### src/rtl/sll_pkg.sv
`default_nettype none
// +----------------------------------------------------------------------+
// | sll_pkg : shared types and constants for the multicycle left shifter |
// | Rev 1.0                                                              |
// +----------------------------------------------------------------------+
package sll_pkg;

  localparam int SLL_WIDTH  = 32;
  localparam int SLL_STAGES = 5;

  typedef enum logic [1:0] {
    S_IDLE  = 2'b00,
    S_SHIFT = 2'b01,
    S_DONE  = 2'b10
  } sll_state_e;

endpackage
`default_nettype wire

### src/rtl/sll_multicycle_if.sv
`default_nettype none
// +----------------------------------------------------------------------+
// | sll_multicycle_if : start/ready handshake bundle for the shifter     |
// | Rev 1.0                                                              |
// +----------------------------------------------------------------------+
interface sll_multicycle_if;
  import sll_pkg::*;

  logic                 ctrl_shift;
  logic [SLL_WIDTH-1:0] data_operandA;
  logic [4:0]           ctrl_shiftamt;
  logic [SLL_WIDTH-1:0] data_result;
  logic                 data_resultRDY;
  logic                 data_exception;
  logic                 busy;

  modport master (
    output ctrl_shift, data_operandA, ctrl_shiftamt,
    input  data_result, data_resultRDY, data_exception, busy
  );

  modport slave (
    input  ctrl_shift, data_operandA, ctrl_shiftamt,
    output data_result, data_resultRDY, data_exception, busy
  );
endinterface
`default_nettype wire

### src/rtl/sll_step.sv
`default_nettype none
// +----------------------------------------------------------------------+
// | sll_step : one stage of the left shift, selected by stage index      |
// | Rev 1.0                                                              |
// +----------------------------------------------------------------------+
module sll_step
  import sll_pkg::*;
(
  input  wire logic [SLL_WIDTH-1:0] acc_in,
  input  wire logic [2:0]           step,
  input  wire logic                 enable,
  output logic      [SLL_WIDTH-1:0] acc_out,
  output logic                      shifted_out
);

  // Stage index k selects a fixed shift by 2**k; shifted_out flags lost 1s.
  always_comb begin
    acc_out     = acc_in;
    shifted_out = 1'b0;
    if (enable) begin
      case (step)
        3'd4: begin
          acc_out     = {acc_in[15:0], 16'h0000};
          shifted_out = |acc_in[31:16];
        end
        3'd3: begin
          acc_out     = {acc_in[23:0], 8'h00};
          shifted_out = |acc_in[31:24];
        end
        3'd2: begin
          acc_out     = {acc_in[27:0], 4'h0};
          shifted_out = |acc_in[31:28];
        end
        3'd1: begin
          acc_out     = {acc_in[29:0], 2'b00};
          shifted_out = |acc_in[31:30];
        end
        3'd0: begin
          acc_out     = {acc_in[30:0], 1'b0};
          shifted_out = acc_in[31];
        end
        default: begin
          acc_out     = acc_in;
          shifted_out = 1'b0;
        end
      endcase
    end
  end

endmodule
`default_nettype wire

### src/rtl/sll_multicycle.sv
`default_nettype none
// +----------------------------------------------------------------------+
// | sll_multicycle : 32-bit logical left shift, one amount bit per clock |
// | Rev 1.0                                                              |
// +----------------------------------------------------------------------+
module sll_multicycle
  import sll_pkg::*;
(
  input  wire logic         clock,
  input  wire logic         reset,
  sll_multicycle_if.slave   bus
);

  sll_state_e           state;
  logic [SLL_WIDTH-1:0] acc;
  logic [4:0]           amt;
  logic [2:0]           step;
  logic                 lost;
  logic                 rdy;
  logic                 busy_q;

  logic [SLL_WIDTH-1:0] step_acc;
  logic                 step_out;

  sll_step u_step (
    .acc_in      (acc),
    .step        (step),
    .enable      (amt[step]),
    .acc_out     (step_acc),
    .shifted_out (step_out)
  );

  always_ff @(posedge clock) begin
    if (reset) begin
      state  <= S_IDLE;
      acc    <= '0;
      amt    <= '0;
      step   <= '0;
      lost   <= 1'b0;
      rdy    <= 1'b0;
      busy_q <= 1'b0;
    end else begin
      case (state)
        S_IDLE, S_DONE: begin
          rdy <= 1'b0;
          if (bus.ctrl_shift) begin
            acc    <= bus.data_operandA;
            amt    <= bus.ctrl_shiftamt;
            step   <= 3'(SLL_STAGES - 1);
            lost   <= 1'b0;
            busy_q <= 1'b1;
            state  <= S_SHIFT;
          end else begin
            busy_q <= 1'b0;
            state  <= S_IDLE;
          end
        end
        S_SHIFT: begin
          acc  <= step_acc;
          lost <= lost | step_out;
          // Last stage: flag completion in the same edge that enters DONE.
          if (step == 3'd0) begin
            rdy    <= 1'b1;
            busy_q <= 1'b0;
            state  <= S_DONE;
          end else begin
            step <= step - 3'd1;
          end
        end
        default: begin
          rdy    <= 1'b0;
          busy_q <= 1'b0;
          state  <= S_IDLE;
        end
      endcase
    end
  end

  assign bus.data_result    = acc;
  assign bus.data_exception = lost;
  assign bus.data_resultRDY = rdy;
  assign bus.busy           = busy_q;

endmodule
`default_nettype wire

### src/flat_wrapper.sv
// flat-port wrapper written by rule: the top's interface ports become plain ports
module sll_multicycle_flat import sll_pkg::*;
  (clock, reset, bus_ctrl_shift, bus_data_operandA, bus_ctrl_shiftamt, bus_data_result, bus_data_resultRDY, bus_data_exception, bus_busy);
  sll_multicycle_if bus_i ();
  input  wire logic clock;
  input  wire logic reset;
  input wire logic [$bits(bus_i.ctrl_shift)-1:0] bus_ctrl_shift;
  input wire logic [$bits(bus_i.data_operandA)-1:0] bus_data_operandA;
  input wire logic [$bits(bus_i.ctrl_shiftamt)-1:0] bus_ctrl_shiftamt;
  output wire logic [$bits(bus_i.data_result)-1:0] bus_data_result;
  output wire logic [$bits(bus_i.data_resultRDY)-1:0] bus_data_resultRDY;
  output wire logic [$bits(bus_i.data_exception)-1:0] bus_data_exception;
  output wire logic [$bits(bus_i.busy)-1:0] bus_busy;
  assign bus_i.ctrl_shift = bus_ctrl_shift;
  assign bus_i.data_operandA = bus_data_operandA;
  assign bus_i.ctrl_shiftamt = bus_ctrl_shiftamt;
  assign bus_data_result = bus_i.data_result;
  assign bus_data_resultRDY = bus_i.data_resultRDY;
  assign bus_data_exception = bus_i.data_exception;
  assign bus_busy = bus_i.busy;
  sll_multicycle u_core (.clock(clock), .reset(reset), .bus(bus_i));
endmodule
### config.mk
export PLATFORM = sky130hd
export DESIGN_NAME = sll_multicycle_flat
export DESIGN_NICKNAME = d
export VERILOG_FILES = /design/src/rtl/sll_pkg.sv /design/src/rtl/sll_multicycle_if.sv /design/src/rtl/sll_step.sv /design/src/rtl/sll_multicycle.sv /design/src/flat_wrapper.sv
export SDC_FILE = /design/constraint.sdc
export NUM_CORES = 1
export LEC_CHECK = 0
export ABC_AREA = 1
export BUFFER_PORTS_ARGS = -buffer_cell sky130_fd_sc_hd__buf_2
export CAP_MARGIN = 40
export CORE_MARGIN = 2
export CORE_UTILIZATION = 45
export DETAILED_ROUTE_END_ITERATION = 10
export PLACE_DENSITY = 0.68
export SYNTH_ARGS = -nofsm -noshare
export SYNTH_HDL_FRONTEND = slang
export SYNTH_SLANG_ARGS = --single-unit
### constraint.sdc
create_clock -name clock -period 1.9 [get_ports clock]
set_input_delay 0.19 -clock clock [delete_from_list [all_inputs] [get_ports clock]]
set_output_delay 0.19 -clock clock [all_outputs]
set_load 0.01 [all_outputs]
# After elaboration in Yosys (flattened, before gate mapping)
# Cells that the tools add are included.
[word_totals]
regBits = 45
elab_cells = 54
[op_classes]
addsub = 1
n_lt_le_gt_ge = 1
eq_ne = 11
mux = 19
bitwise_logic = 2
n_reduce_logical = 13
[op_table]
columns = ["op", "n"]
rows = [
  ["one-hot mux 32 bit (5 select lines)", 1],
  ["2-to-1 mux 32 bit", 2],
  ["one-hot mux 32 bit (2 select lines)", 1],
  ["OR reduction 16 bit", 1],
  ["OR reduction 8 bit", 1],
  ["equality test 3 x 2 -> 1 bit, second input constant", 2],
  ["2-to-1 mux 1 bit", 6],
  ["2-to-1 mux 3 bit", 2],
  ["inequality test 2 bit, second input constant", 3],
  ["inequality test 6 x 5 -> 1 bit, second input constant", 1],
  ["one-hot mux 3 bit (2 select lines)", 1],
  ["OR reduction 2 bit", 3],
  ["one-hot mux 1 bit (5 select lines)", 1],
  ["< comparator 3 x 4 -> 1 bit, second input constant", 1],
  ["one-hot mux 1 bit (2 select lines)", 2],
  ["one-hot mux 2 bit (2 select lines)", 1],
  ["AND reduction 2 bit", 2],
  ["AND reduction 4 bit", 1],
  ["OR reduction 4 bit", 1],
  ["binary-select mux 1 bit (select 3 bit)", 1],
  ["equality test 3 x 1 -> 1 bit, second input constant", 1],
  ["equality test 3 bit, second input constant", 1],
  ["zero test 3 bit", 1],
  ["AND reduction 3 bit", 1],
  ["other kinds (9)", 9],
]

# Depth between registers and ports, before layout
# Gate-level depths: netlist of run 1.
[logic_depth]
word_depth = 5
mapped_depth = 13
mapped_depth_nobuf = 11

# Modules after synthesis
# From an unflattened synthesis of run 1, not the netlist that was laid out.
[unflattened]
cells_unflattened = 597
area_unflattened_um2 = 3500.9
[modules_own_cells]
columns = ["module", "n_inst", "cells_per_inst", "area_per_inst_um2"]
rows = [
  ["sll_multicycle", 1, 291, 2127.0],
  ["sll_step", 1, 306, 1373.8],
]

# Worst setup path after synthesis of run 1
# No wires, ideal clock.
[synth_timing]
path_type = "reg-to-reg"
start = "reg u_core.step[0]"
end = "reg u_core.acc[16] (netlist: u_core.bus.data_result[16])"
arrival_ns = 1.609
required_ns = 1.787
slack_ns = 0.178
path_stages_with_launch = 13
n_path_buf = 2
period_less_slack_ns = 1.722
path_cell_list = "dfxtp_1 -> inv_1 -> ha_1 -> buf_2 -> nand2_1 -> nand2_2 -> nor2_2 -> nor2_2 -> nand2_4 -> nand2_8 -> buf_6 -> nor2_1 -> nor2_1"
[synth_via]
elab_chain_cells = 4
[synth_rtl]
columns = ["element", "line_no", "source"]
rows = [
  ["start, declared", "sll_multicycle.sv:17", "logic [2:0] step;"],
  ["start signal, assigned", "sll_multicycle.sv:49", "step <= 3'(SLL_STAGES - 1);"],
  ["start signal, assigned", "sll_multicycle.sv:67", "step <= step - 3'd1;"],
  ["binary-select mux 1 bit (select 3 bit), or another cell as far along", "sll_multicycle.sv:28", ".enable (amt[step]),"],
  ["2-to-1 mux 1 bit (not written as such) / one-hot mux 32 bit (5 select lines) (equally long branches)", "sll_multicycle.sv:28, sll_step.sv:21", ""],
  ["inequality test 2 bit (no line) / 2-to-1 mux 32 bit (equally long branches)", "--", ""],
  ["AND reduction 4 bit (no line) / one-hot mux 32 bit (2 select lines) (equally long branches)", "--", ""],
  ["end signal, assigned", "sll_multicycle.sv:47", "acc <= bus.data_operandA;"],
  ["end signal, assigned", "sll_multicycle.sv:59", "acc <= step_acc;"],
  ["end, declared", "sll_multicycle.sv:15", "logic [SLL_WIDTH-1:0] acc;"],
]
# Parallel ways exist; a longest one is shown, timed or not. The select of a mux whose other input is x is not followed.
# A chain may end at the register's enable or synchronous reset.

# Worst setup path in the final report of run 1
[layout_timing]
start = "reg u_core.step[0]"
end = "reg u_core.acc[23] (netlist: u_core.bus.data_result[23])"
# The elaborated chain is that of the path after synthesis.

==> Flow_metrics.wiki, run 1 <==
{| class="wikitable"
! Metric !! Value
|-
| Detailed router's first-iteration violation count || 415
|-
| Crit Path Max Fanout || 23
|-
| Cells on worst reg2reg path || 11
|-
| Setup TNS || 0 ns
|-
| Share of cell area taken by muxes after synthesis || 0.886%
|-
| Count of unique library cells instantiated by Yosys || 32
|-
| Hold-critical path endpoint || u_core.step[2]$_SDFFE_PP0P_
|-
| Total number of H-tree levels || 2
|-
| Post-synth EDFFs || 0
|-
| Final Hold Viols || 0
|-
| Total detailed-routing wirelength || 11100 um
|-
| CTS clock-pin slew for the worst setup and hold paths || 0.09 ns
|-
| Clock latency on the worst-skew pair || 0.30 ns
|-
| Cell types occupying the most area after synthesis || dfxtp_1 (26%), nand2_1 (22%), nand3_1 (16%)
|-
| DR WL/cell || 14.7 um
|-
| Post-route clock period utilization || 93.6%
|-
| Final Slew Violations || 0
|-
| Post-synthesis cell type with the largest combined area || dfxtp_1
|-
| Arr. time, crit path || 1.98 ns
|-
| Slew HR || 52.5%
|-
| Routed vias/inst || 5.39
|-
| Core ar. || 7250 um2
|-
| Count of standard-cell rows || 31
|-
| Final critical path time including I/O delays and setup || 1.78 ns
|-
| Post-layout net count || 703
|-
| Xor/xnor share of the synthesized area || 0%
|-
| Required time worst endpoint || 2.10 ns
|-
| Reg2reg end || u_core.bus.data_result[23]$_SDFFE_PP0P_
|-
| Hold Startpoint || reset
|-
| HPWL Detailed || 7640 um
|-
| Outcome || finished, final reports clean
|-
| List of most frequent post-synthesis cells || nand2_1 (198), nand3_1 (108), nor2_1 (87), dfxtp_1 (44), inv_1 (28)
|-
| Critical Path Sink Type || flop
|-
| Share of synthesized cell area in and, or, nand and nor gates || 53.8%
|-
| Startpoint of the lowest-slack register-to-register path || u_core.step[0]$_SDFFE_PP0P_
|-
| Startpoint type of the worst setup path || flop
|-
| Number of placed I/O pins || 75
|-
| MaxCap Viol Count || 0
|-
| Vert. Die Dim || 90.8 um
|-
| Post-synthesis sequential area ratio || 26.0%
|-
| Most repeated cell in the gate-level netlist after synthesis || nand2_1
|-
| Fraction of registers with async set or reset after synthesis || 0%
|-
| # DRC || 0
|-
| Clock tree from TritonCTS || done
|-
| Number of hold buffers added after cts || 0
|-
| Area Growth Syn to Fin || 18.4%
|-
| Maximum clock skew at final layout || 0.00881 ns
|-
| Buffer cell driving the clock tree root || clkbuf_8
|-
| Vias in the first global route || 3591
|-
| Clock Tree Buf Depth || 2
|-
| Classification of the worst setup path || flop to flop
|-
| #FFs+latches synth || 44
|-
| Combinational family with the most area after synthesis || simple AND/OR/NAND/NOR gates
|-
| DRT Pass-1 Iters || 9
|-
| Share of the synthesized area in compound gates (AO/OA/AOI/OAI) || 7.87%
|-
| Area fraction of the dominant cell type after synthesis || 26.0%
|-
| Share of final-layout standard cells stronger than drive strength 1 || 20.2%
|-
| Initial standard-cell utilization of the core || 46.7%
|-
| Count of final setup violators || 0
|-
| Number of instances in the synthesized netlist || 594
|-
| Overall track demand over capacity in global routing || 26.2%
|-
| Main synth FF type || dfxtp_1
|-
| Leakage power || 0.00206 uW
|-
| Largest voltage drop on the vdd net || 0.000364 V
|-
| P per Cell Area || 807 nW/um2
|-
| Arithmetic-cell share of the synthesized area counting full adders, half adders and majority gates || 1.85%
|-
| Summed instance area of the synthesized netlist || 3390 um2
|-
| Total clock buffers created by CTS || 5
|-
| Antenna cell count || 0
|-
| Finished Core Util || 55.3%
|-
| DP Area || 3820 um2
|-
| Achievable clock frequency || 562 MHz
|-
| Post-Syn Area per Cell || 5.70 um2
|-
| Synth Net Count || 639
|-
| Cell area after layout || 4010 um2
|-
| Width of the die || 90.8 um
|-
| Synth Warn # || 0
|-
| Initial antenna violation count || 0
|-
| Transition at the pin with the smallest max-transition slack || 0.711 ns
|-
| Largest net degree at the start of global routing || 50
|-
| Worst min-delay path class || input port to flop
|-
| Congestion Overflow GR || 0
|-
| Layout fillers || 763
|-
| Worst hold path stage count || 2
|-
| Die ar. || 8240 um2
|-
| # port buffers || 74
|-
| R2R setup slack || 0.12 ns
|-
| Clock sink total || 44
|-
| Global-route wire length before repair || 17900 um
|-
| Number of vias in the routed layout || 4079
|-
| Final GP Congestion || 0.930
|-
| Number of antenna-violating nets in the routed design || 0
|}
what timing repair did:
action                     in CTS  in global routing
gates resized for setup         1                  7
pin swaps                       0                  1
setup endpoints to repair       6                 31
buffers inserted                0                  1
hold endpoints to repair        0                  0
cloned                          0                  1
metrics by stage:
step                      setup WS (ns)  hold slack [ns]  cells  total power, uW
after CTS                        0.0252            0.136    755             3180
after detailed placement        -0.0275            0.450    748             2320
after global routing          -0.000778            0.131    757             3440
final                             0.121            0.128    757             3230
after floorplan                   0.178            0.259    594             1970
after global placement           0.0337            0.447    748             2310
cell type report:
type                            instances  area [um2]  area share, %
Clock buffer                            5        68.8           1.72
Clock inverter                          2        60.1           1.50
Inverter                               31         119           2.96
Multi-Input combinational cell        483        2210           55.1
Sequential cell                        44         883           22.0
Tap cell                               99         124           3.09
Timing Repair Buffer                   93         546           13.6
worst max path at each step:
| stage | startpoint | endpoint | slack [ns] | cells after the start |
|---|---|---|---|---|
| floorplan | u_core.step[0]$_SDFFE_PP0P_ | u_core.bus.data_result[16]$_SDFFE_PP0P_ | 0.18 | 12 |
| global placement | u_core.step[0]$_SDFFE_PP0P_ | u_core.bus.data_result[30]$_SDFFE_PP0P_ | 0.03 | 11 |
| detailed placement | u_core.step[1]$_SDFFE_PP0P_ | u_core.bus.data_result[29]$_SDFFE_PP0P_ | -0.03 | 11 |
| CTS | u_core.step[0]$_SDFFE_PP0P_ | u_core.bus.data_result[6]$_SDFFE_PP0P_ | 0.03 | 10 |
| global route | u_core.step[0]$_SDFFE_PP0P_ | u_core.bus.data_result[23]$_SDFFE_PP0P_ | -0.0008 | 11 |
| finish | u_core.step[0]$_SDFFE_PP0P_ | u_core.bus.data_result[23]$_SDFFE_PP0P_ | 0.12 | 11 |
power by group:
| group | leakage [uW] | switching, uW | internal [uW] |
|---|---|---|---|
| clock | 0.0000642 | 338 | 518 |
| combinational | 0.00163 | 713 | 441 |
| sequential | 0.000365 | 198 | 1030 |
sequential cells by signal, indices dropped and copies added, names as in the netlist:
name,count
u_core.bus.data_result,32
u_core.amt,5
u_core.step,3
u_core.bus.busy,1
u_core.bus.data_exception,1
u_core.bus.data_resultRDY,1
u_core.state,1
cell families after synthesis:
logic type | after synthesis
AO/OA/AOI/OAI | 50
adder cells (fa/ha/maj) | 5
buffers and inverters | 68
flip-flops | 44
multiplexers | 3
AND/OR/NAND/NOR | 424
critical path, cell delays in order (launching register included):
cell and delay (ns):
dfxtp_1 0.36, buf_4 0.15, ha_1 0.20, nand2_2 0.12, nand2_1 0.11, nor2_2 0.05
nor2_2 0.13, nand2_4 0.12, nand2_4 0.24, nand2_1 0.08, nand2_1 0.07, nor2_1 0.04
metal layers:
layer | global-route usage [%] | wire length (um) | vias up
met5 | 0 | 0 | -
met4 | 9.09 | 364 | 0
met3 | 3.67 | 1110 | 29
met2 | 40.9 | 5020 | 239
met1 | 36.9 | 4640 | 1788
li1 | - | - | 2023
cell usage in the layout, fill, tap and decap left out, types with 3 or more instances in the layout:
cell,count
a21oi_1,16
buf_2,74
buf_4,15
clkbuf_8,5
dfxtp_1,42
ha_1,5
inv_1,28
mux2i_1,3
nand2_1,198
nand2_2,3
nand3_1,108
nor2_1,85
nor2_2,5
o21ai_0,26
or2_2,16
No activity file was read; power rests on OpenSTA's default activity.
==> inputs of run 2 (changes only) <==
--- a/config.mk
+++ b/config.mk
@@ -5,13 +5,13 @@
 export SDC_FILE = /design/constraint.sdc
 export NUM_CORES = 1
 export LEC_CHECK = 0
-export ABC_AREA = 1
 export BUFFER_PORTS_ARGS = -buffer_cell sky130_fd_sc_hd__buf_2
 export CAP_MARGIN = 40
 export CORE_MARGIN = 2
 export CORE_UTILIZATION = 45
+export CTS_CLUSTER_SIZE = 10
 export DETAILED_ROUTE_END_ITERATION = 10
-export PLACE_DENSITY = 0.68
+export PLACE_DENSITY = 0.69
 export SYNTH_ARGS = -nofsm -noshare
 export SYNTH_HDL_FRONTEND = slang
 export SYNTH_SLANG_ARGS = --single-unit
==> run 2 against run 1 <==
The flow now finishes with violations (setup timing). Combinational power is 10% lower. Worst setup slack lost 0.22 ns. Die area shrank 5.4%. Hold slack got worse by 0.012 ns. Total power is 12% lower. Count of clock-buffer cells in the layout increased by 3.
==> Flow_metrics.wiki, run 2 <==
{| class="wikitable"
! Metric !! Value
|-
| Outcome || complete, but fails checks
|-
| Violated checks || setup timing
|-
| Post-layout net count || 490 (-30%)
|-
| Maximum clock skew at final layout || 0.00935 ns (+0.000541 ns)
|-
| Multi-input logic area || 2120 um2 (-4.1%)
|-
| Congestion Overflow GR || 0 (unchanged)
|-
| MaxCap Viol Count || 0 (unchanged)
|-
| Share of the synthesized area in compound gates (AO/OA/AOI/OAI) || 42.7% (+35 points)
|-
| Worst hold margin || 0.116 ns (-0.0120 ns)
|-
| Core ar. || 6830 um2 (-5.8%)
|-
| Classification of the worst setup path || flop to flop
|-
| Crit Path Max Fanout || 5 (-78%)
|-
| Most frequent standard cell in the layout excluding fill and tap cells || buf_2
|-
| Post-synthesis cell type with the largest combined area || dfxtp_1
|-
| Relative contribution of combinational cells to total power || 36.1% (+0.4 points)
|-
| Fraction of registers with async set or reset after synthesis || 0% (unchanged)
|-
| Required time worst endpoint || 2.12 ns (+0.02 ns)
|-
| DRT Pass-1 Iters || 6 (-3)
|-
| Synth Net Count || 402 (-37%)
|-
| Antenna cell count || 0 (unchanged)
|-
| Total net switching power || 1050 uW (-16%)
|-
| Number of antenna-violating nets in the routed design || 0 (unchanged)
|-
| Largest net degree at the start of global routing || 37 (-26%)
|-
| Cell area after layout || 4140 um2 (+3.3%)
|-
| HPWL Detailed || 7030 um (-8.0%)
|-
| Startpoint type of the worst setup path || flop
|-
| Setup TNS || -1.97 ns (-1.97 ns)
|-
| Combinational family with the most area after synthesis || compound AO/OA/AOI/OAI gates
|-
| Total detailed-routing wirelength || 10800 um (-3.1%)
|-
| Clock latency on the worst-skew pair || 0.30 ns (about the same)
|-
| Number of instances in the synthesized netlist || 357 (-40%)
|-
| Number of cells in the design after placement || 523 (-30%)
|-
| Global-route wire length before repair || 16800 um (-5.9%)
|-
| Buffer cell driving the clock tree root || clkbuf_8
|-
| Number of placed I/O pins || 75 (unchanged)
|-
| Main synth FF type || dfxtp_1
|-
| P per Cell Area || 685 nW/um2 (-15%)
|-
| Int Power || 1790 uW (-10%)
|-
| Vias in the first global route || 3256 (-9.3%)
|-
| Unrepaired setup endpoints after global routing || yes
|-
| Post-synthesis sequential area ratio || 27.6% (+1.6 points)
|-
| #FFs+latches synth || 44 (unchanged)
|-
| Share of final-layout standard cells stronger than drive strength 1 || 46.0% (+26 points)
|-
| DP Area || 3810 um2 (-0.33%)
|-
| Reg power frac || 41.8% (+3.9 points)
|-
| Post-synth EDFFs || 0 (unchanged)
|-
| Worst Slack Setup Final || -0.0994 ns (-0.220 ns)
|-
| Number of vias in the routed layout || 3513 (-14%)
|-
| Leakage power || 0.00149 uW (-27%)
|-
| Clock sink total || 44 (unchanged)
|-
| Achievable clock frequency || 500 MHz (-11%)
|-
| Xor/xnor share of the synthesized area || 0.274% (+0.27 points)
|-
| Total clock buffers created by CTS || 5 (unchanged)
|-
| Worst min-delay path class || input port to flop
|-
| Slew HR || 61.1% (+8.6 points)
|-
| Routed vias/inst || 6.48 (+20%)
|-
| DR WL/cell || 19.9 um (+35%)
|-
| Clock tree from TritonCTS || done
|-
| Vert. Die Dim || 88.3 um (-2.8%)
|-
| Width of the die || 88.3 um (-2.8%)
|-
| Fraction of power spent switching nets || 37.0% (-1.6 points)
|-
| Post-Syn Area per Cell || 8.95 um2 (+57%)
|-
| Arithmetic-cell share of the synthesized area counting full adders, half adders and majority gates || 1.96% (+0.11 points)
|-
| Count of standard-cell rows || 30 (-3.2%)
|-
| Part of the total power dissipated in the clock network || 22.0% (-4.5 points)
|-
| Post-route clock period utilization || 105% (+12 points)
|-
| Final Slew Violations || 0 (unchanged)
|-
| List of most frequent post-synthesis cells || dfxtp_1 (44), a21oi_1 (36), a22oi_1 (34), a211oi_2 (30), nor3_2 (29)
|-
| Critical Path Sink Type || flop
|-
| Detailed router's first-iteration violation count || 532 (+28%)
|-
| Most frequent cells in the layout || buf_2 (74), dfxtp_1 (42), a21oi_1 (35)
|-
| CTS clock-pin slew for the worst setup and hold paths || 0.09 ns (about the same)
|-
| Transition at the pin with the smallest max-transition slack || 0.578 ns (-0.133 ns)
|-
| Initial antenna violation count || 0 (unchanged)
|-
| Synth Warn # || 0 (unchanged)
|-
| Share of synthesized cell area in and, or, nand and nor gates || 18.8% (-35 points)
|-
| Final critical path time including I/O delays and setup || 2.00 ns (+0.220 ns)
|-
| Initial standard-cell utilization of the core || 46.8% (+0.063 points)
|-
| Summed instance area of the synthesized netlist || 3200 um2 (-5.7%)
|-
| Count of unique library cells instantiated by Yosys || 39 (+22%)
|-
| Number of hold buffers added after cts || 0 (unchanged)
|-
| Count of final setup violators || 32 (+32)
|-
| Overall track demand over capacity in global routing || 27.4% (+1.2 points)
|-
| Final GP Congestion || 0.898 (-3.5%)
|-
| Total area of sequential cells || 886 um2 (+0.28%)
|-
| Non-filler cells, final || 542 (-28%)
|-
| # port buffers || 74 (unchanged)
|-
| Area Growth Syn to Fin || 29.6%
|-
| Clock Tree Buf Depth || 2 (unchanged)
|-
| Cell types occupying the most area after synthesis || dfxtp_1 (28%), a211oi_2 (12%), nor3_2 (9.1%)
|-
| # DRC || 0 (unchanged)
|-
| Number of flip-flops in the largest register || 32 (unchanged)
|-
| Layout fillers || 613 (-20%)
|-
| Total number of H-tree levels || 2 (unchanged)
|-
| Arr. time, crit path || 2.22 ns (+0.24 ns)
|-
| Die ar. || 7790 um2 (-5.4%)
|-
| Area fraction of the dominant cell type after synthesis || 27.6% (+1.6 points)
|-
| Final Hold Viols || 0 (unchanged)
|-
| Share of cell area taken by muxes after synthesis || 0.313% (-0.57 points)
|-
| Most repeated cell in the gate-level netlist after synthesis || dfxtp_1
|-
| Largest voltage drop on the vdd net || 0.000370 V (+1.7%)
|}
==> run 2: power by group through the flow <==
| stage | registers (uW) | logic, uW | clock network, uW |
|---|---|---|---|
| floorplan | 1180 | 608 | 0 |
| global placement | 1200 | 914 | 0 |
| detailed placement | 1190 | 932 | 0 |
| CTS | 1180 | 970 | 633 |
| global route | 1190 | 1110 | 668 |
| finish | 1190 | 1030 | 625 |
==> run 2: through the flow <==
stage / util (%) / setup WS [ns] / total power, uW
after global placement: 55.7 / -0.156 / 2110
after floorplan: - / -0.000850 / 1790
after global routing: 60.6 / -0.194 / 2970
after CTS: 59.1 / -0.0630 / 2780
final: 60.6 / -0.0994 / 2840
after detailed placement: 55.8 / -0.211 / 2130
==> run 2: cell type report <==
| cell class | count | area share, % |
|---|---|---|
| Clock buffer | 8 | 2.17 |
| Sequential cell | 44 | 21.4 |
| Tap cell | 96 | 2.90 |
| Inverter | 2 | 0.242 |
| Timing Repair Buffer | 121 | 22.2 |
| Multi-Input combinational cell | 271 | 51.1 |
==> run 2: metal layers <==
metal / global-route usage, % / vias up / share of wire, %
met5: 0 / - / 0
met4: 8.40 / 0 / 3.1
met3: 4.38 / 49 / 8.8
met2: 45.5 / 227 / 47
met1: 36.8 / 1655 / 41
li1: - / 1582 / -
==> run 2: critical path, stage by stage (launching register included) <==
cell and delay (ns):
dfxtp_4 0.37, buf_4 0.15, ha_4 0.16, nor4_4 0.25, buf_4 0.18, a2111oi_4 0.04
buf_4 0.16, o21ai_4 0.07, nand2_4 0.15, buf_12 0.17, a211oi_2 0.22
==> run 2: path summary, 6_finish.rpt <==
kind / slack [ns] / end / cells past startpoint / start
max: -0.1 / u_core.bus.data_result[20]$_SDFFE_PP0P_ / 10 / u_core.step[1]$_SDFFE_PP0P_
max reg2reg: -0.1 / u_core.bus.data_result[20]$_SDFFE_PP0P_ / 10 / u_core.step[1]$_SDFFE_PP0P_
min: 0.12 / u_core.amt[2]$_SDFFE_PP0P_ / 3 / bus_ctrl_shiftamt[2]
min reg2reg: 0.46 / u_core.amt[3]$_SDFFE_PP0P_ / 2 / u_core.amt[3]$_SDFFE_PP0P_
==> run 2: what timing repair did <==
item,CTS,global route
pin swaps,14,11
endpoints found under the setup margin,32,33
buffers inserted,6,1
gates resized for setup,12,6
cloned,1,4
==> run 2: logic make-up (layout without fill, tap and decap cells) <==
logic type / count (synthesis) / count (layout)
multiplexers: 1 / 1
flip-flops: 44 / 44
AND/OR/NAND/NOR: 88 / 88
buffers and inverters: 42 / 131
AO/OA/AOI/OAI: 176 / 176
adder cells (fa/ha/maj): 5 / 5
XOR/XNOR: 1 / 1
